File: src/rtl/riscv_biu_pkg.sv
// Shared AHB definitions for the riscv_biu bus interface unit.
// Holds the AHB transfer/response encodings, the HSIZE-aligned size type,
// the SINGLE burst constant and the address alignment check used to
// decide whether a request may reach the bus at all.
package riscv_biu_pkg;

    typedef enum logic [1:0] {
        HTRANS_IDLE   = 2'b00,
        HTRANS_BUSY   = 2'b01,
        HTRANS_NONSEQ = 2'b10,
        HTRANS_SEQ    = 2'b11
    } htrans_t;

    typedef enum logic [1:0] {
        HRESP_OKAY  = 2'b00,
        HRESP_ERROR = 2'b01,
        HRESP_RETRY = 2'b10,
        HRESP_SPLIT = 2'b11
    } hresp_t;

    typedef enum logic [2:0] {
        SIZE_BYTE  = 3'd0,
        SIZE_HALF  = 3'd1,
        SIZE_WORD  = 3'd2,
        SIZE_DWORD = 3'd3
    } biu_size_t;

    localparam logic [2:0] HBURST_SINGLE = 3'b000;

    // Only the three lowest address bits can matter for sizes up to a dword.
    // Sizes wider than the bus are always treated as misaligned.
    function automatic logic is_misaligned(input logic [2:0] adr_lo,
                                           input logic [2:0] size,
                                           input logic [2:0] max_size);
        logic [3:0] mask;
        if (size > max_size) begin
            return 1'b1;
        end
        mask = (4'b0001 << size) - 4'b0001;
        return |({1'b0, adr_lo} & mask);
    endfunction

endpackage

File: src/rtl/riscv_biu_rr_arbiter.sv
// Channel arbiter for riscv_biu_arb.
// Ports:
//   clk, rst_n : clock, asynchronous active-low reset
//   elig       : per-channel eligible vector
//   accept     : the current winner was taken this cycle (advances pointer)
//   gnt        : one-hot winner
//   gnt_idx    : binary index of the winner
//   gnt_vld    : a winner exists
// ARB_RR=0 gives fixed priority (channel 0 highest); ARB_RR=1 searches
// from a rotating pointer that moves past each accepted winner.
module riscv_biu_rr_arbiter #(
    parameter int NCH    = 2,
    parameter int ARB_RR = 0,
    localparam int IDX_W = (NCH > 1) ? $clog2(NCH) : 1
) (
    input  logic             clk,
    input  logic             rst_n,
    input  logic [NCH-1:0]   elig,
    input  logic             accept,
    output logic [NCH-1:0]   gnt,
    output logic [IDX_W-1:0] gnt_idx,
    output logic             gnt_vld
);
    import riscv_biu_pkg::*;

    logic [IDX_W-1:0] ptr_q, ptr_d;
    int               start_idx;
    int               cand;

    always_comb begin
        gnt       = '0;
        gnt_idx   = '0;
        gnt_vld   = 1'b0;
        cand      = 0;
        start_idx = (ARB_RR != 0) ? int'(ptr_q) : 0;
        for (int i = 0; i < NCH; i++) begin
            cand = start_idx + i;
            if (cand >= NCH) begin
                cand = cand - NCH;
            end
            if (!gnt_vld && elig[cand]) begin
                gnt_vld   = 1'b1;
                gnt[cand] = 1'b1;
                gnt_idx   = IDX_W'(cand);
            end
        end
    end

    always_comb begin
        ptr_d = ptr_q;
        if (accept && gnt_vld) begin
            ptr_d = (int'(gnt_idx) == NCH - 1) ? '0 : gnt_idx + IDX_W'(1);
        end
    end

    always_ff @(posedge clk or negedge rst_n) begin
        if (!rst_n) begin
            ptr_q <= '0;
        end else begin
            ptr_q <= ptr_d;
        end
    end

endmodule

File: src/rtl/riscv_biu_arb.sv
// Multi-channel AHB bus interface unit.
// Merges NCH core-side request channels onto one AHB master port using
// single NONSEQ transfers with overlapped address/data phases.
// Ports:
//   hclk, hreset_n            : clock, asynchronous active-low reset
//   ch_req/we/size/adr/d      : per-channel request (held until ch_ack)
//   ch_q, ch_ack, ch_err      : shared read data, per-channel ack/error pulse
//   hbusreq, hgrant           : AHB bus request / grant
//   haddr..hmasterlock        : AHB master address/control/write data
//   hready, hrdata, hresp     : AHB slave response
module riscv_biu_arb #(
    parameter int         XLEN      = 32,
    parameter int         NCH       = 2,
    parameter int         ARB_RR    = 0,
    parameter logic [3:0] HPROT_VAL = 4'b0011
) (
    input  logic                hclk,
    input  logic                hreset_n,
    input  logic [NCH-1:0]      ch_req,
    input  logic [NCH-1:0]      ch_we,
    input  logic [3*NCH-1:0]    ch_size,
    input  logic [XLEN*NCH-1:0] ch_adr,
    input  logic [XLEN*NCH-1:0] ch_d,
    output logic [XLEN-1:0]     ch_q,
    output logic [NCH-1:0]      ch_ack,
    output logic [NCH-1:0]      ch_err,
    output logic                hbusreq,
    input  logic                hgrant,
    output logic [XLEN-1:0]     haddr,
    output logic [1:0]          htrans,
    output logic [2:0]          hsize,
    output logic [2:0]          hburst,
    output logic [3:0]          hprot,
    output logic                hwrite,
    output logic [XLEN-1:0]     hwdata,
    output logic                hmasterlock,
    input  logic                hready,
    input  logic [XLEN-1:0]     hrdata,
    input  logic [1:0]          hresp
);
    import riscv_biu_pkg::*;

    localparam int        IDX_W    = (NCH > 1) ? $clog2(NCH) : 1;
    localparam biu_size_t MAX_SIZE = (XLEN == 64) ? SIZE_DWORD : SIZE_WORD;

    htrans_t          htrans_q, htrans_d;
    logic [XLEN-1:0]  haddr_q, haddr_d;
    logic [2:0]       hsize_q, hsize_d;
    logic             hwrite_q, hwrite_d;
    logic [XLEN-1:0]  hwdata_q, hwdata_d;
    logic             hbusreq_q, hbusreq_d;
    logic [NCH-1:0]   ack_q, ack_d;
    logic [NCH-1:0]   err_q, err_d;
    logic [XLEN-1:0]  q_q, q_d;
    logic [NCH-1:0]   busy_q, busy_d;
    // Channel and write data belonging to the address phase on the bus.
    logic [IDX_W-1:0] ap_ch_q, ap_ch_d;
    logic [XLEN-1:0]  ap_wdata_q, ap_wdata_d;
    // Data phase currently in flight.
    logic             dp_vld_q, dp_vld_d;
    logic [IDX_W-1:0] dp_ch_q, dp_ch_d;
    logic             dp_we_q, dp_we_d;

    logic [NCH-1:0]   mis;
    logic [NCH-1:0]   elig;
    logic [NCH-1:0]   arb_elig;
    logic [NCH-1:0]   gnt;
    logic [IDX_W-1:0] gnt_idx;
    logic             gnt_vld;
    logic             accept;
    logic             resp_err;

    always_comb begin
        mis = '0;
        for (int k = 0; k < NCH; k++) begin
            mis[k] = is_misaligned(ch_adr[k*XLEN +: 3], ch_size[3*k +: 3], MAX_SIZE);
        end
    end

    assign elig     = ch_req & ~busy_q;
    // Without the bus, only misaligned requests can be retired (they never
    // touch the bus).
    assign arb_elig = hgrant ? elig : (elig & mis);
    assign accept   = hready & gnt_vld;
    // RETRY and SPLIT are folded into ERROR.
    assign resp_err = (hresp_t'(hresp) != HRESP_OKAY);

    riscv_biu_rr_arbiter #(
        .NCH    (NCH),
        .ARB_RR (ARB_RR)
    ) u_arb (
        .clk     (hclk),
        .rst_n   (hreset_n),
        .elig    (arb_elig),
        .accept  (accept),
        .gnt     (gnt),
        .gnt_idx (gnt_idx),
        .gnt_vld (gnt_vld)
    );

    always_comb begin
        htrans_d   = htrans_q;
        haddr_d    = haddr_q;
        hsize_d    = hsize_q;
        hwrite_d   = hwrite_q;
        hwdata_d   = hwdata_q;
        ap_ch_d    = ap_ch_q;
        ap_wdata_d = ap_wdata_q;
        dp_vld_d   = dp_vld_q;
        dp_ch_d    = dp_ch_q;
        dp_we_d    = dp_we_q;
        q_d        = q_q;
        ack_d      = '0;
        err_d      = '0;
        // A channel becomes eligible again the cycle after its ack.
        busy_d     = busy_q & ~ack_q;
        hbusreq_d  = (|(elig & ~mis)) | (htrans_q == HTRANS_NONSEQ);

        if (hready) begin
            if (dp_vld_q) begin
                ack_d[dp_ch_q] = 1'b1;
                err_d[dp_ch_q] = resp_err;
                if (!dp_we_q) begin
                    q_d = hrdata;
                end
            end
            // Address phase on the bus is accepted and becomes the data phase.
            dp_vld_d = (htrans_q == HTRANS_NONSEQ);
            if (htrans_q == HTRANS_NONSEQ) begin
                dp_ch_d  = ap_ch_q;
                dp_we_d  = hwrite_q;
                hwdata_d = ap_wdata_q;
            end
            htrans_d = HTRANS_IDLE;
            if (gnt_vld) begin
                busy_d = busy_d | gnt;
                if (mis[gnt_idx]) begin
                    ack_d[gnt_idx] = 1'b1;
                    err_d[gnt_idx] = 1'b1;
                end else begin
                    htrans_d   = HTRANS_NONSEQ;
                    haddr_d    = ch_adr[int'(gnt_idx)*XLEN +: XLEN];
                    hsize_d    = ch_size[int'(gnt_idx)*3 +: 3];
                    hwrite_d   = ch_we[gnt_idx];
                    ap_wdata_d = ch_d[int'(gnt_idx)*XLEN +: XLEN];
                    ap_ch_d    = gnt_idx;
                end
            end
        end else if (dp_vld_q && resp_err && (htrans_q == HTRANS_NONSEQ)) begin
            // First ERROR cycle: drop the pending address phase and let its
            // channel compete again.
            htrans_d        = HTRANS_IDLE;
            busy_d[ap_ch_q] = 1'b0;
        end
    end

    always_ff @(posedge hclk or negedge hreset_n) begin
        if (!hreset_n) begin
            htrans_q   <= HTRANS_IDLE;
            haddr_q    <= '0;
            hsize_q    <= '0;
            hwrite_q   <= 1'b0;
            hwdata_q   <= '0;
            hbusreq_q  <= 1'b0;
            ack_q      <= '0;
            err_q      <= '0;
            q_q        <= '0;
            busy_q     <= '0;
            ap_ch_q    <= '0;
            ap_wdata_q <= '0;
            dp_vld_q   <= 1'b0;
            dp_ch_q    <= '0;
            dp_we_q    <= 1'b0;
        end else begin
            htrans_q   <= htrans_d;
            haddr_q    <= haddr_d;
            hsize_q    <= hsize_d;
            hwrite_q   <= hwrite_d;
            hwdata_q   <= hwdata_d;
            hbusreq_q  <= hbusreq_d;
            ack_q      <= ack_d;
            err_q      <= err_d;
            q_q        <= q_d;
            busy_q     <= busy_d;
            ap_ch_q    <= ap_ch_d;
            ap_wdata_q <= ap_wdata_d;
            dp_vld_q   <= dp_vld_d;
            dp_ch_q    <= dp_ch_d;
            dp_we_q    <= dp_we_d;
        end
    end

    assign htrans      = htrans_q;
    assign haddr       = haddr_q;
    assign hsize       = hsize_q;
    assign hwrite      = hwrite_q;
    assign hwdata      = hwdata_q;
    assign hbusreq     = hbusreq_q;
    assign ch_ack      = ack_q;
    assign ch_err      = err_q;
    assign ch_q        = q_q;
    assign hburst      = HBURST_SINGLE;
    assign hprot       = HPROT_VAL;
    assign hmasterlock = 1'b0;

endmodule

File: config.mk
export PLATFORM = sky130hd
export DESIGN_NAME = riscv_biu_arb
export DESIGN_NICKNAME = d
export VERILOG_FILES = /design/src/rtl/riscv_biu_pkg.sv /design/src/rtl/riscv_biu_rr_arbiter.sv /design/src/rtl/riscv_biu_arb.sv
export SDC_FILE = /design/constraint.sdc
export NUM_CORES = 1
export LEC_CHECK = 0
export CORE_MARGIN = 4
export CORE_UTILIZATION = 35
export DETAILED_ROUTE_END_ITERATION = 10
export PLACE_DENSITY = 0.78
export SYNTH_ARGS = -nofsm -noshare
export SYNTH_HDL_FRONTEND = slang
export SYNTH_HIERARCHICAL = 1
export SYNTH_SLANG_ARGS = --single-unit
File: constraint.sdc
create_clock -name hclk -period 5.55 [get_ports hclk]
set_clock_uncertainty 0.05 [all_clocks]
set_input_delay 1.11 -clock hclk [delete_from_list [all_inputs] [get_ports hclk]]
set_output_delay 1.11 -clock hclk [all_outputs]
set_load 0.01 [all_outputs]
==> out/summary.md <==
## Clock network
* **clock root buffer** sky130_fd_sc_hd__clkbuf_16
* **worst-skew pair later-pin latency** 0.42 ns
* **quantity of gates resized following cts** 0
* **CTS Buffer Depth** 2
* **clock tree from TritonCTS** yes
* **# hold bufs at CTS** 0
* **Clock Sink Count** 144
* **clock slew at reported path FFs** 0.06 ns
* **deepest level of the CTS H-tree** 4
* **Inserted Clock Buffers** 17
* **number of buffers added for setup after CTS** 0

## Power and ir drop
* **peak supply drop** 0.000295 V
* **power per cell area** 486 nW/um^2
* **leakage power of the design** 4.13 nW

## Setup path
* **Bufs and invs on worst path** 2
* **worst endpoint required time** 5.80 ns
* **Crit Reg-Reg Startpoint** busy_q[0]$_DFF_PN0_
* **largest fanout of any net on the critical path** 41
* **register-to-register setup slack** 2.70 ns
* **peak per-stage delay on the critical path** 0.50 ns
* **Crit-path slowest cell** sky130_fd_sc_hd__buf_4
* **capturing element type of the critical path** flop
* **family with the most delay on the worst path** simple AND/OR/NAND/NOR gates
* **worst-path cell chain** clkdlybuf4s50_1, or3_1, ha_1, nand2b_1, mux2i_1, o31a_1, nor2b_4, nand3_1, or4_4, o32ai_4, buf_4, mux2_2
* **endpoint of the worst-slack reg-to-reg timing path** ap_wdata_q[15]$_DFFE_PN0P_
* **type of the worst setup path** in2reg
* **cell depth of the worst flop-to-flop path** 7
* **Data arrival, critical path** 4.87 ns
* **sort of element at the start of the critical path** input port

## Hold path
* **worst hold start** ap_wdata_q[2]$_DFFE_PN0P_
* **end of the worst hold path** ap_wdata_q[2]$_DFFE_PN0P_
* **min-delay worst type** reg2reg
* **hold-critical path depth** 1

## Routing
* **post-route ant nets** 0
* **routed via count** 4545
* **number of remaining DRC errors** 0
* **detail-routed net length per standard cell** 17.5 um
* **Vias/cell** 4.74
* **Detailed Route WL** 16700 um
* **number of optimization iterations in the first detailed-route pass** 4
* **First DRT Iteration DRCs** 143

## STA
* **number of slew-limit violations in the final report** 0
* **f_max** 217 MHz
* **Setup TNS Final** 0 ns
* **post-route clock period utilization** 0.832
* **clock period minus worst slack** 4.62 ns
* **endpoints failing hold** 0
* **endpoints failing setup** 0
* **actual slew at the worst max-slew pin** 0.923 ns
* **RSZ-0062 raised after global routing** no
* **Rel. slew slack** 0.382

## Logic synthesis
* **Warnings, synthesis** 6
* **number of cells produced by synthesis** 439
* **Mapped Area** 6440 um^2
* **count of distinct cell types in the synthesized netlist** 34
* **mean area per synthesized cell** 14.7 um^2
* **Seq/Total Area, Yosys** 0.560
* **#FFs+latches synth** 144

## Floorplan
* **DIE HEIGHT** 144 um
* **number of placement rows** 49
* **Total Die Area** 20600 um^2
* **Die Width** 144 um
* **Initial Utilization** 0.357
* **Core Area** 18000 um^2
* **count of boundary I/O pins** 291

## Placement
* **weighted congestion at the end of routability-driven global placement** 0.751
* **post-DP HPWL** 12300 um
* **Port-buffer cells** 281

## Layout
* **number of diodes added for antenna fixing** 0
* **fin util** 0.555
* **Net count, final** 894
* **layout cell share with drive strength beyond 1** 0.319
* **filler instances** 1468
* **Area growth, synth to finish** 55.5%

## GRT
* **number of global-route vias before repair** 5031
* **antenna violations before repair** 0
* **pin count of the biggest net entering global routing** 93
* **first-pass GRT wire length** 25600 um
* **total global routing overflow** 0
* **global router's overall resource usage** 0.160

## Run status
* **result of the run** completed

## Run
* **count of maximum capacitance violations** 0

[layer usage]
| metal | vias to the layer above | global-route usage | routed length [um] |
|---|---|---|---|
| met4 | 0 | 0.0426 | 190 |
| met5 | - | 0 | 0 |
| li1 | 2109 | - | - |
| met2 | 182 | 0.284 | 8730 |
| met3 | 13 | 0.0689 | 1760 |
| met1 | 2241 | 0.176 | 6060 |
[cells by family (layout without fill, tap and decap cells)]
logic type | Yosys count | count (layout) | synth area share
mux | 200 | 200 | 0.350
flops | 144 | 144 | 0.560
buf+inv | 38 | 322 | 0.0338
simple gates | 34 | 34 | 0.0290
compound gates | 19 | 19 | 0.0229
fa+ha+maj | 2 | 2 | 0.00369
other cells | 2 | 9 | 0.00117
[registers in the layout, indices dropped and copies added, names as in the netlist, 2 cells and up]
| register | count |
|---|---|
| ch_q | 32 |
| busy_q | 2 |
| hwdata | 32 |
| ch_ack | 2 |
| haddr | 32 |
| ch_err | 2 |
| hsize | 3 |
| ap_wdata_q | 32 |
[worst max path at each step]
stage                     depth (start not counted)  slack, ns  startpoint                    endpoint
after floorplan                                  13       1.24  ch_size[3]   ap_wdata_q[0]$_DFFE_PN0P_
after global placement                           12       0.70  ch_size[3]  ap_wdata_q[15]$_DFFE_PN0P_
after detailed placement                         12       0.51  ch_size[3]  ap_wdata_q[15]$_DFFE_PN0P_
after CTS                                        12       0.93  ch_size[3]  ap_wdata_q[15]$_DFFE_PN0P_
after global routing                             12       0.73  ch_size[3]  ap_wdata_q[16]$_DFFE_PN0P_
final                                            12       0.93  ch_size[3]  ap_wdata_q[15]$_DFFE_PN0P_
[worst register-to-register path, stage by stage, from the launching register on]
cell and delay, ns:
sky130_fd_sc_hd__dfrtp_1 0.38, sky130_fd_sc_hd__nor3b_1 0.47, sky130_fd_sc_hd__or2_1 0.25, sky130_fd_sc_hd__nand3_1 0.10, sky130_fd_sc_hd__or4_4 0.44, sky130_fd_sc_hd__o32ai_4 0.11
sky130_fd_sc_hd__buf_4 0.50, sky130_fd_sc_hd__mux2_2 0.44
[stage by stage]
step                cells  worst slack, ns  hold WS, ns  area [um^2]  total power, mW
floorplan             446             1.24        0.404         6460             2.64
global route          959            0.734        0.457        10000             5.15
CTS                   959            0.929        0.438        10000             4.94
finish                959            0.932        0.433        10000             4.86
detailed placement    927            0.510        0.425         9410             3.74
global placement      927            0.703        0.415         9410             3.66
[cells in the final DEF (no fill, tap or decap), types with 2 or more instances in the layout]
cell type	count
sky130_fd_sc_hd__clkdlybuf4s50_1	280
sky130_fd_sc_hd__mux2_2	190
sky130_fd_sc_hd__dfrtp_1	144
sky130_fd_sc_hd__clkbuf_16	17
sky130_fd_sc_hd__mux2_1	9
sky130_fd_sc_hd__conb_1	9
sky130_fd_sc_hd__a21oi_1	7
sky130_fd_sc_hd__nor2_1	6
sky130_fd_sc_hd__nand2_1	6
sky130_fd_sc_hd__nor2b_1	5
sky130_fd_sc_hd__buf_4	5
sky130_fd_sc_hd__inv_1	4
sky130_fd_sc_hd__clkinv_2	4
sky130_fd_sc_hd__or3_1	3
sky130_fd_sc_hd__nor3b_1	3
sky130_fd_sc_hd__bufinv_16	3
sky130_fd_sc_hd__nor3_1	2
sky130_fd_sc_hd__nand2b_1	2
sky130_fd_sc_hd__a41oi_1	2
sky130_fd_sc_hd__o22a_1	2
sky130_fd_sc_hd__o21ai_0	2
sky130_fd_sc_hd__clkinvlp_4	2
sky130_fd_sc_hd__clkinv_4	2
sky130_fd_sc_hd__inv_6	2
[power by group]
group          internal, mW  switching, mW  total (mW)
Sequential             1.55          0.252        1.80
Clock                 0.719          0.443        1.16
Combinational          1.22          0.685        1.90
[final cells by class]
class / count / area (um^2) / share of cell area
inverter: 4 / 15.0 / 0.00150
tap: 229 / 287 / 0.0286
multi-input combinational: 264 / 2650 / 0.265
clock inverter: 13 / 160 / 0.0160
clock buffer: 19 / 443 / 0.0442
timing repair buffer: 286 / 2850 / 0.285
sequential: 144 / 3600 / 0.360
[cell usage after synthesis]
cell type | count | area (um^2)
sky130_fd_sc_hd__nor3b_1 | 3 | 22.5
sky130_fd_sc_hd__maj3_2 | 1 | 11.3
sky130_fd_sc_hd__nand2_1 | 7 | 26.3
sky130_fd_sc_hd__nand3_1 | 1 | 5.00
sky130_fd_sc_hd__or3_1 | 3 | 18.8
sky130_fd_sc_hd__a41oi_1 | 2 | 17.5
sky130_fd_sc_hd__ha_1 | 1 | 12.5
sky130_fd_sc_hd__mux2_2 | 190 | 2140
sky130_fd_sc_hd__buf_1 | 4 | 15.0
sky130_fd_sc_hd__nand2b_1 | 2 | 12.5
sky130_fd_sc_hd__buf_4 | 16 | 120
sky130_fd_sc_hd__o32ai_4 | 1 | 27.5
sky130_fd_sc_hd__o21bai_1 | 1 | 7.51
sky130_fd_sc_hd__mux2_1 | 9 | 101
sky130_fd_sc_hd__o21ai_0 | 2 | 10.0
sky130_fd_sc_hd__inv_1 | 4 | 15.0
sky130_fd_sc_hd__or2_2 | 1 | 6.26
sky130_fd_sc_hd__nor2_1 | 6 | 22.5
sky130_fd_sc_hd__nand3b_1 | 1 | 7.51
sky130_fd_sc_hd__clkbuf_1 | 12 | 45.0
sky130_fd_sc_hd__nor2b_1 | 6 | 37.5
sky130_fd_sc_hd__mux2i_1 | 1 | 10.0
sky130_fd_sc_hd__o31a_1 | 1 | 8.76
sky130_fd_sc_hd__a211o_1 | 1 | 8.76
sky130_fd_sc_hd__o22a_1 | 2 | 17.5
sky130_fd_sc_hd__o21a_1 | 1 | 7.51
sky130_fd_sc_hd__o211ai_1 | 1 | 7.51
sky130_fd_sc_hd__or4_4 | 1 | 11.3
sky130_fd_sc_hd__conb_1 | 2 | 7.51
sky130_fd_sc_hd__or2_1 | 1 | 6.26
sky130_fd_sc_hd__buf_6 | 2 | 22.5
sky130_fd_sc_hd__dfrtp_1 | 144 | 3600
sky130_fd_sc_hd__nor3_1 | 2 | 10.0
sky130_fd_sc_hd__a21oi_1 | 7 | 35.0
(Power assumes the default switching activity.)
